### config.mk
export PLATFORM = sky130hd
export DESIGN_NAME = mmu_tlb_mutex_arb
export DESIGN_NICKNAME = d
export VERILOG_FILES = /design/src/rtl/mmu_tlb_mutex_arb.sv
export SDC_FILE = /design/constraint.sdc
export NUM_CORES = 1
export LEC_CHECK = 0
export ABC_AREA = 1
export CAP_MARGIN = 30
export CORE_AREA = 3 3 84 145
export CTS_CLUSTER_SIZE = 24
export DETAILED_ROUTE_END_ITERATION = 10
export DIE_AREA = 0 0 87 148
export GPL_ROUTABILITY_DRIVEN = 0
export PLACE_DENSITY_LB_ADDON = 0.15
export SYNTH_ARGS = -nofsm -noshare
export SYNTH_HDL_FRONTEND = slang
export SYNTH_SLANG_ARGS = --single-unit
### constraint.sdc
create_clock -name aclk -period 2 [get_ports aclk]
set_clock_uncertainty 0.2 [all_clocks]
set_input_delay 0.2 -clock aclk [delete_from_list [all_inputs] [get_ports aclk]]
set_output_delay 0.2 -clock aclk [all_outputs]
set_load 0.005 [all_outputs]
### src/rtl/mmu_tlb_mutex_arb.sv
// ---------------------------------------------------------------------------
// mmu_tlb_mutex_arb
//   N-requester ownership arbiter for the shared TLB lookup port of a vFPGA
//   MMU. Requesters (rd/wr/extra tlb_fsm channels) raise a level lock_req.
//   At most one of them owns the TLB at any time. Ownership is granted
//   round-robin, and the owner's lookup request is muxed onto the shared port.
//   A hold watchdog forcibly releases an owner that keeps the TLB too long, and
//   a saturating counter records how many cycles had a blocked request.
//
// Ports
//   aclk, aresetn   clock, synchronous active-low reset
//   lock_req[N]     level ownership request per requester
//   unlock[N]       1-cycle release pulse per requester (only the owner's counts)
//   grant[N]        one-hot ownership, zero when free
//   owner_valid     TLB currently owned
//   owner_id        index of the owner (meaningful only when owner_valid=1)
//   s_addr/s_pid/s_strm/s_wr/s_valid
//                   per-requester lookup, requester i packed at slice i
//   m_addr/m_pid/m_strm/m_wr/m_valid
//                   owner's lookup toward the TLB controllers
//   timeout_valid   1-cycle pulse on a watchdog release
//   timeout_id      requester that was forcibly released
//   contend_cnt     saturating count of cycles with a blocked lock_req
// ---------------------------------------------------------------------------
module mmu_tlb_mutex_arb #(
    parameter int unsigned N_REQ     = 2,
    parameter int unsigned ADDR_BITS = 48,
    parameter int unsigned PID_BITS  = 6,
    parameter int unsigned MAX_HOLD  = 1024,
    parameter int unsigned HCNT_BITS = 16,
    localparam int unsigned ID_BITS  = $clog2(N_REQ)
) (
    input  logic                       aclk,
    input  logic                       aresetn,
    input  logic [N_REQ-1:0]           lock_req,
    input  logic [N_REQ-1:0]           unlock,
    output logic [N_REQ-1:0]           grant,
    output logic                       owner_valid,
    output logic [ID_BITS-1:0]         owner_id,
    input  logic [N_REQ*ADDR_BITS-1:0] s_addr,
    input  logic [N_REQ*PID_BITS-1:0]  s_pid,
    input  logic [N_REQ-1:0]           s_strm,
    input  logic [N_REQ-1:0]           s_wr,
    input  logic [N_REQ-1:0]           s_valid,
    output logic [ADDR_BITS-1:0]       m_addr,
    output logic [PID_BITS-1:0]        m_pid,
    output logic                       m_strm,
    output logic                       m_wr,
    output logic                       m_valid,
    output logic                       timeout_valid,
    output logic [ID_BITS-1:0]         timeout_id,
    output logic [31:0]                contend_cnt
);

    typedef enum logic {
        ST_FREE  = 1'b0,
        ST_OWNED = 1'b1
    } state_t;

    localparam logic [HCNT_BITS-1:0] HOLD_LAST =
        HCNT_BITS'((MAX_HOLD == 0) ? 0 : MAX_HOLD - 1);

    // Registered state
    state_t                 r_state;
    logic [ID_BITS-1:0]     r_owner_id;
    logic [ID_BITS-1:0]     r_rr;
    logic [HCNT_BITS-1:0]   r_hcnt;
    logic                   r_tov;
    logic [ID_BITS-1:0]     r_tid;
    logic [31:0]            r_contend;

    // Next-state values
    state_t                 w_state_nxt;
    logic [ID_BITS-1:0]     w_owner_nxt;
    logic [ID_BITS-1:0]     w_rr_nxt;
    logic [HCNT_BITS-1:0]   w_hcnt_nxt;
    logic                   w_tov_nxt;
    logic [ID_BITS-1:0]     w_tid_nxt;
    logic [31:0]            w_contend_nxt;

    // Round-robin scan
    logic [N_REQ-1:0]       w_owner_oh;
    logic [N_REQ-1:0]       w_scan_req;
    logic [ID_BITS-1:0]     w_scan_base;
    logic [ID_BITS-1:0]     w_scan_idx;
    logic                   w_scan_found;
    logic [ID_BITS-1:0]     w_scan_sel;

    logic                   w_own_unlock;
    logic                   w_expire;
    logic                   w_blocked;
    logic [ID_BITS-1:0]     w_mux_idx;

    assign w_owner_oh = N_REQ'(1) << r_owner_id;

    // While owned, the scan starts after the owner (rr tracks the owner) and
    // the owner's own request is masked so it can never re-win a handover.
    always_comb begin
        w_scan_base = r_rr;
        w_scan_req  = lock_req;
        if (r_state == ST_OWNED) begin
            w_scan_base = r_owner_id;
            w_scan_req  = lock_req & ~w_owner_oh;
        end
    end

    always_comb begin
        w_scan_found = 1'b0;
        w_scan_sel   = '0;
        w_scan_idx   = '0;
        for (int unsigned k = 1; k <= N_REQ; k++) begin
            w_scan_idx = ID_BITS'((32'(w_scan_base) + k) % N_REQ);
            if (!w_scan_found && w_scan_req[w_scan_idx]) begin
                w_scan_found = 1'b1;
                w_scan_sel   = w_scan_idx;
            end
        end
    end

    assign w_own_unlock = (r_state == ST_OWNED) && unlock[r_owner_id];
    // A same-cycle unlock takes precedence over the watchdog.
    assign w_expire     = (MAX_HOLD != 0) && (r_state == ST_OWNED) &&
                          (r_hcnt == HOLD_LAST) && !w_own_unlock;
    assign w_blocked    = |(lock_req & ~grant);

    // ---------------- state register ----------------
    always_ff @(posedge aclk) begin
        if (!aresetn) begin
            r_state    <= ST_FREE;
            r_owner_id <= '0;
            r_rr       <= ID_BITS'(N_REQ - 1);
            r_hcnt     <= '0;
            r_tov      <= 1'b0;
            r_tid      <= '0;
            r_contend  <= '0;
        end else begin
            r_state    <= w_state_nxt;
            r_owner_id <= w_owner_nxt;
            r_rr       <= w_rr_nxt;
            r_hcnt     <= w_hcnt_nxt;
            r_tov      <= w_tov_nxt;
            r_tid      <= w_tid_nxt;
            r_contend  <= w_contend_nxt;
        end
    end

    // ---------------- next-state logic ----------------
    always_comb begin
        w_state_nxt   = r_state;
        w_owner_nxt   = r_owner_id;
        w_rr_nxt      = r_rr;
        w_hcnt_nxt    = r_hcnt;
        w_tov_nxt     = 1'b0;
        w_tid_nxt     = r_tid;
        w_contend_nxt = r_contend;

        if (w_blocked && (r_contend != '1))
            w_contend_nxt = r_contend + 32'd1;

        unique case (r_state)
            ST_FREE: begin
                if (w_scan_found) begin
                    w_state_nxt = ST_OWNED;
                    w_owner_nxt = w_scan_sel;
                    w_rr_nxt    = w_scan_sel;
                    w_hcnt_nxt  = '0;
                end
            end
            ST_OWNED: begin
                if (w_own_unlock || w_expire) begin
                    // Release, with direct handover when someone else waits.
                    if (w_scan_found) begin
                        w_owner_nxt = w_scan_sel;
                        w_rr_nxt    = w_scan_sel;
                        w_hcnt_nxt  = '0;
                    end else begin
                        w_state_nxt = ST_FREE;
                    end
                    if (w_expire) begin
                        w_tov_nxt = 1'b1;
                        w_tid_nxt = r_owner_id;
                    end
                end else begin
                    w_hcnt_nxt = r_hcnt + HCNT_BITS'(1);
                end
            end
            default: w_state_nxt = ST_FREE;
        endcase
    end

    // ---------------- outputs ----------------
    always_comb begin
        owner_valid   = (r_state == ST_OWNED);
        grant         = owner_valid ? w_owner_oh : '0;
        owner_id      = r_owner_id;
        timeout_valid = r_tov;
        timeout_id    = r_tid;
        contend_cnt   = r_contend;

        // Requester 0 drives the lookup fields while free.
        w_mux_idx = owner_valid ? r_owner_id : '0;
        m_addr    = s_addr[ADDR_BITS-1:0];
        m_pid     = s_pid[PID_BITS-1:0];
        m_strm    = s_strm[0];
        m_wr      = s_wr[0];
        m_valid   = 1'b0;
        for (int unsigned i = 0; i < N_REQ; i++) begin
            if (w_mux_idx == ID_BITS'(i)) begin
                m_addr  = s_addr[i*ADDR_BITS +: ADDR_BITS];
                m_pid   = s_pid[i*PID_BITS +: PID_BITS];
                m_strm  = s_strm[i];
                m_wr    = s_wr[i];
                m_valid = owner_valid & s_valid[i];
            end
        end
    end

endmodule

==> results.txt, run 1 <==
* Result of the run: finished clean
* Post-layout nets: 1065
* Antenna Cells: 0
* Top cell family by delay on the critical path: buffers and inverters
- Overall die area: about 13000 um2
* Routed wire length: 16100 um
- For this run, design rule violations remaining after detail routing come to 0.
* Total leakage power: 3.28 nW
- Yosys cell types: 32
- Total power after layout: 2.78 mW
- By instance count, the cell type seen most on the critical path is nand2_1.
- For the final routed database, the setup TNS stands at 0 ns.
- Highest achievable clock rate: 0.520 GHz
- Maximum resistive drop on vdd: 0.320 mV
- Final critical delay including setup and external delays: just under 2 ns
* Area of the mapped netlist: 3940 um2
- Startpoint of the tightest hold check path: r_rr$_SDFFE_PN1P_
- After detailed routing, the average wire length per cell comes to 15.0 um.
- Global-route wire length before repair: 24700 um
- Utilization after layout: 61.2%
- Dividing total power by cell area gives a power density of between 400 and 500 nW/um2.
- Beginning of the worst register-to-register path: contend_cnt[1]$_SDFFE_PN0P_
- Yosys attributes the largest share of cell area to nand2_1, dfxtp_1, nor2_1.
* Number of endpoints failing setup at the final stage: 0
- Worst path max stage delay: 0.35 ns
- Number of clock sinks: 53
- From bottom edge to top edge, the die measures about 150 um.
- Via count: about 5.3k
- Once layout is complete, the cells apart from fillers number 1076.
* Number of global-route vias before repair: between 5k and 6k
* Endpoint of the worst-slack reg-to-reg timing path: contend_cnt[3]$_SDFFE_PN0P_
- Worst min-delay path class: reg2reg
- STA classifies the critical path endpoint as an output pin.
- CTS built an H-tree with a depth of 2.
* Initial Utilization: 35.3%
- Combined global-route utilization of all metal layers: 23.7%
- Pin placement for this block handled 215 I/O pins.
* Detailed Place HPWL: 12300 um
- The worst pin sits at a relative slew slack of 72.8%.
- The share of synthesized area in the top cell type comes to 35.1%.
* Max clock buf depth: 2
- Entering global routing, the biggest net connects 36 pins.
- Warning count from the yosys run: 0
- Measured in cells, the most critical reg-to-reg path has a length of 10.
- Count of port buffers added during placement: 214
* Net Count, Synth: a little over 800
- The number of pins exceeding their max-slew limit in the final report was 0.
- Clock tree synthesis inserted a total of 5 buffers.
- The count of final hold-check violations was 0.
- Across the run, the number of max-cap violations was 0.
- In the synthesized netlist, the number of instances is ~710.
* Drt via density: 4.93
* Cells traversed along the worst timing path: nand2_4, buf_6, buf_4, clkbuf_16, nand2_1, nand2_1, dlygate4sd2_1
- Together, buffers and inverters on the worst path number 4.
- After clock tree synthesis, the clock-pin slew on the worst setup and hold paths is around 0.070 ns.
- Data arrival time of the critical path: between 1.5 and 2 ns
- Relative to the synthesized area, the layout overhead comes to 73.4%.
* Count of antenna-violating nets left after detailed routing: 0
- The worst path uses 96.1% of the clock period.
- Row Count: 51
* Latest clock arrival within the worst-skew pair: 0.29 ns
- Dividing the synthesized area by the synthesized cell count gives 5.57 um2.
- Post-CTS Hold Fix Bufs: 0
- Type of the worst setup path: reg2out
- In this run, the number of DRC markers left after iteration 0 of detailed routing was roughly 200.
- In this run the horizontal extent of the chip is 87 um.
- For flop-to-flop paths, the worst setup slack is between 0.1 and 0.15 ns.
- Placed cell count: 1058
- Final hold analysis gives a worst-case slack of about 0.28 ns.
- Peak fanout along the critical path: 11
- Slowest cell on crit path: dfxtp_2
* Worst Tran Pin Value: 0.407 ns
* Worst EP required: between 1.5 and 2 ns
* Antenna violations before repair: 0
- Register bit count reported by yosys: 53
- Counting instances, the worst hold path has a depth of 2.
- Global routing finished with a remaining overflow of 0.
* Sort of element at the start of the critical path: flip-flop
* Clock Tree Root: clkbuf_16
- Of the cells placed in the final design, the portion with a size suffix greater than 1 is 9.32%.
- Of all cell types, the one taking the most synthesized area is nand2_1.
* Destination of the worst hold path: r_rr$_SDFFE_PN1P_
- After floorplanning, the core was sized to cover 11200 um2.
- TritonCTS built the clock tree.
* Part of the Yosys area used for sequential elements: 26.9%
* Drt pass-1 iters: 5
==> per-stage QoR <==
stage,area (um2),setup WS [ns]
floorplan,3940,0.112
global placement,6370,0.119
detailed placement,6370,0.0694
CTS,6620,-0.0948
global route,6830,-0.00426
finish,6830,0.0787
==> layout by cell type, fill, tap and decap left out, types with 2 or more instances in the layout <==
| cell type | n |
|---|---|
| nor2_1 | 72 |
| clkinv_2 | 2 |
| nand2_1 | 367 |
| xor2_1 | 7 |
| xnor2_1 | 6 |
| nand2_2 | 4 |
| nand3_1 | 29 |
| nand4_1 | 14 |
| a21oi_1 | 34 |
| nor2_2 | 9 |
| o21ai_0 | 9 |
| buf_4 | 29 |
| inv_1 | 45 |
| dlygate4sd2_1 | 7 |
| a21oi_2 | 12 |
| clkbuf_16 | 7 |
| dfxtp_1 | 49 |
| nand2_4 | 4 |
| buf_12 | 6 |
| inv_2 | 2 |
| dfxtp_2 | 4 |
| dlymetal6s2s_1 | 50 |
| clkdlybuf4s50_1 | 157 |
| nor3_1 | 3 |
==> flip-flops by register name, indices dropped and copies added, names as in the netlist <==
name           count
contend_cnt       32
r_hcnt            16
owner_id           1
owner_valid        1
r_rr               1
timeout_id         1
timeout_valid      1
==> per-layer routing <==
layer	global-route usage, %	routed length (um)	up-vias
met5	0	0	-
met4	12.3	602	0
met3	4.57	1200	43
met2	44.7	8620	217
met1	23.4	5670	2381
li1	-	-	2659
==> cell usage after synthesis <==
library cell,n
nand2_1,369
nor2_1,74
dfxtp_1,53
inv_1,47
a21oi_1,34
nand3_1,29
clkbuf_1,15
nand4_1,14
a21oi_2,12
o21ai_0,9
nor2_2,7
xor2_1,7
xnor2_1,6
nand2_2,4
buf_1,3
buf_6,3
nor3_1,3
buf_8,2
ha_1,2
nand2_4,2
a22o_1,1
a31oi_1,1
buf_2,1
inv_2,1
inv_4,1
nand2_8,1
nand3b_1,1
nor2_4,1
nor2_8,1
nor3b_1,1
o21a_1,1
o21bai_1,1
==> cell type report <==
type                       instances  area, um2
clock buffer                       5        125
multi-input combinational        581       2580
clock inverter                     3       17.5
tap                              132        165
inverter                          49        194
timing repair buffer             253       2690
fill                            1044       4330
sequential                        53       1070
==> cell families after synthesis <==
kind of cell    synth area share, %
xor+xnor                       2.89
buf+inv                        8.19
flops                          26.9
simple gates                   52.5
compound gates                 8.89
fa+ha+maj                     0.635
==> power breakdown <==
part / internal (mW) / total (mW) / switching, mW
clock network: 0.460 / 0.853 / 0.393
registers: 1.07 / 1.08 / 0.0138
logic: 0.498 / 0.846 / 0.348
==> worst max path at each step <==
stage	start	to	slack, ns	depth (start not counted)
finish	owner_id$_SDFFE_PN0P_	m_addr[18]	0.08	7
global route	contend_cnt[1]$_SDFFE_PN0P_	contend_cnt[7]$_SDFFE_PN0P_	-0.004	10
CTS	owner_valid$_SDFF_PN0_	m_addr[26]	-0.09	7
detailed placement	contend_cnt[1]$_SDFFE_PN0P_	contend_cnt[3]$_SDFFE_PN0P_	0.07	10
global placement	owner_valid$_SDFF_PN0_	m_pid[3]	0.12	6
floorplan	contend_cnt[1]$_SDFFE_PN0P_	contend_cnt[22]$_SDFFE_PN0P_	0.11	11
==> worst reg2reg max path, delay by kind of cell, from the launching register on <==
kind | cells | cell delay (ns)
compound gates | 1 | 0.15
fa+ha+maj | 1 | 0.21
buf+inv | 2 | 0.24
flops | 1 | 0.35
simple gates | 6 | 0.65
==> repair_timing <==
action / CTS / global route
endpoints found under the setup margin: 57 / 79
buffers inserted: 2 / 5
gates cloned: 2 / 2
resized for setup: 21 / 60
pin swaps: 1 / 1
Note: power is estimated with default switching activity, not from simulation.
==> inputs of run 2 (changes only) <==
- clock period: 2 -> 1.72 ns (I/O delays scaled with it)
==> run 2 against run 1 <==
  * The run now ends with setup timing left
  * Flip-flop and latch count is the same
  * Total power rose by 34%
  * Final area up 25%
==> results.txt, run 2 (synthesis gave the netlist of run 1 again) <==
* Total power after layout: 3.72 mW
* Type of the worst setup path: reg2out
* Routed wire length: 20400 um
* Slowest cell on crit path: dfxtp_2
- In this design, the critical path's most frequently occurring cell is buf_6.
- Areal power density over the cells: 435 nW/um2
* Maximum resistive drop on vdd: 0.454 mV
- Design area: 8550 um2
- The library cells used most frequently in the layout, excluding fill and tap cells, are nand2_1, clkdlybuf4s50_1, nand2_2.
* Via count: 6063
* Utilization after layout: 76.6%
- Number of clock sinks: 53
- Total negative slack for setup checks: -2.88 ns
* Number of flip-flops in the largest register: 32
* CTS tree: built
- Latest clock arrival within the worst-skew pair: approximately 0.30 ns
- The die is between 80 and 90 um wide.
- Highest achievable clock rate: 0.540 GHz
* Cells traversed along the worst timing path: nand2_4, inv_6, buf_6, buf_12, buf_8, buf_6, nand2_2, nand2_1, buf_2
- Excluding fillers, the count of instances in the completed layout stands at 1184.
* Worst Tran Pin Value: between 0.4 and 0.5 ns
- Clock transition time at the flip-flop clock pins of the worst setup and hold paths: around 0.070 ns
- Post-DP Area: between 6000 and 7000 um2
- Leftover overflow at the end of global routing: 0
- Global-route wire length before repair: 30100 um
- Core footprint: 11200 um2
- Filler cell count: around 800
- Sort of element at the start of the critical path: flip-flop
- The analysis attributes to cell leakage a power of 3.96 nW.
- Data arrival time of the critical path: 1.48 ns
* Worst EP required: 1.35 ns
- Pin count of the biggest net entering global routing: 26
- In this run the core area contains 51 standard-cell rows.
* Startpoint of the tightest hold check path: r_rr$_SDFFE_PN1P_
- Clock Tree Root: clkbuf_16
* Slew Limit Headroom: 70.9%
* Count of port buffers added during placement: 214
- After layout, the worst path uses 108% of the clock period.
* Final critical delay including setup and external delays: 1.85 ns
- Drt via density: 5.12
- Number of endpoints failing setup at the final stage: 73
- Antenna violations before repair: 1
- In the post-route analysis, the smallest setup slack over all paths is -0.133 ns.
- Detailed Place HPWL: 13100 um
- Destination of the worst hold path: r_rr$_SDFFE_PN1P_
* Met3 Track Usage GR: 5.97%
- Endpoint of the worst-slack reg-to-reg timing path: contend_cnt[23]$_SDFFE_PN0P_
- Met2 track utilization from global routing: a little under three fifths
- Met1 Usage GRT: 28.2%
- The library cell used most frequently in the layout, excluding fill and tap cells, is nand2_1.
- The tightest min-delay check is of the reg2reg type.
* Drt pass-1 iters: 5
- Placed cell count: 1117
- In this run the worst path has a maximum fanout of 4.
- The H-tree was split into 2 levels.
* Post-layout nets: between 1k and 1.5k
- The number of pins exceeding their max-slew limit in the final report was 0.
- Inserted Clock Buffers: 5
* Unrepaired setup endpoints after global routing: true
- Count of antenna-violating nets left after detailed routing: 0
* Fraction of layout instances using a drive strength above 1: 43.0%
- The die is 148 um tall.
- Beginning of the worst register-to-register path: owner_valid$_SDFF_PN0_
- Number of global-route vias before repair: between 6k and 7k
- Number of failing hold endpoints at the final stage: 0
* Failing checks: setup timing
- The first routing iteration left 256 violations.
* Setup slack of the most critical reg-to-reg path: -0.07 ns
- Combined global-route utilization of all metal layers: 29.8%
- Routed length per placed instance: ~17 um
- The initial utilization of the core area, before any placement, comes to 35.3%.
* Number of max-cap violations: 0
- The longest clock path from root to sink contains 2 buffers.
* Drc violations: 0
- The die covers 12900 um2.
* Category of the worst setup path capture point: output pin
* Result of the run: finished with violations
- The area growth from synthesis to layout is 117%.
- Most Used Layer, Global Route: met2
- Along the worst hold path, the cell count comes to 2.
- Top-Level Pins: ~220
- The largest single stage delay on the critical path is 0.34 ns.
- Post-CTS Hold Fix Bufs: 0
- Worst Reg-to-Reg Cells: 11
[run 2: changes by cell type in the layout (fill, tap and decap cells not counted), moves of 16 or more]
| cell | change |
|---|---|
| buf_6 | +21 |
| a21oi_2 | +21 |
| dlymetal6s2s_1 | -44 |
| nand2_4 | +37 |
| a21oi_1 | -21 |
| nor2_1 | -16 |
| buf_4 | +60 |
| nand2_1 | -133 |
| buf_2 | +53 |
| buf_12 | +16 |
| nand2_2 | +96 |
[run 2: repair_timing]
| item | in CTS | in global routing |
|---|---|---|
| setup buffers | 39 | 16 |
| endpoints found under the setup margin | 103 | 107 |
| pin swaps | 39 | 53 |
| gates resized for setup | 382 | 195 |
| gates cloned | 12 | 0 |
[run 2: worst max path at each step]
stage                           startpoint                            to  slack (ns)
2_1_floorplan  contend_cnt[0]$_SDFFE_PN0P_  contend_cnt[22]$_SDFFE_PN0P_       0.007
6_report            owner_valid$_SDFF_PN0_                     m_addr[7]       -0.13
4_1_cts              owner_id$_SDFFE_PN0P_                     m_addr[7]       -0.19
3_3_place_gp        owner_valid$_SDFF_PN0_                      m_pid[5]       -0.08
5_1_grt             owner_valid$_SDFF_PN0_                     m_addr[7]       -0.17
3_5_place_dp         owner_id$_SDFFE_PN0P_                    m_addr[14]       -0.11
[run 2: layer usage]
metal	up-vias	share of wire, %
met2	299	56
li1	2878	-
met4	0	5.7
met1	2803	32
met3	83	6.9
met5	-	0
[run 2: layout make-up]
cell class                 instances  area, um2  area share (%)
clock buffer                       8        146            1.71
timing repair buffer             360       3520            41.2
sequential                        53       1090            12.7
tap                              132        165            1.93
inverter                          49        220            2.57
antenna                            1       2.50          0.0293
multi-input combinational        581       3410            39.8
[run 2: worst max-delay path: cells and delay by family (launching register included)]
| family | cells | cell delay (ns) |
|---|---|---|
| simple gates | 3 | 0.18 |
| flops | 1 | 0.34 |
| buf+inv | 6 | 0.67 |
[run 2: report_power, final]
| group | leakage (nW) | switching, mW | total (mW) | internal [mW] |
|---|---|---|---|---|
| sequential | 0.436 | 0.0195 | 1.26 | 1.25 |
| clock | 0.0712 | 0.469 | 1.05 | 0.583 |
| combinational | 3.45 | 0.615 | 1.40 | 0.787 |
[run 2: per-stage QoR]
step | setup slack [ns] | hold slack (ns)
after CTS | -0.187 | 0.279
after detailed placement | -0.110 | 0.260
after global routing | -0.171 | 0.316
after global placement | -0.0849 | 0.243
final | -0.133 | 0.294
after floorplan | 0.00676 | 0.213
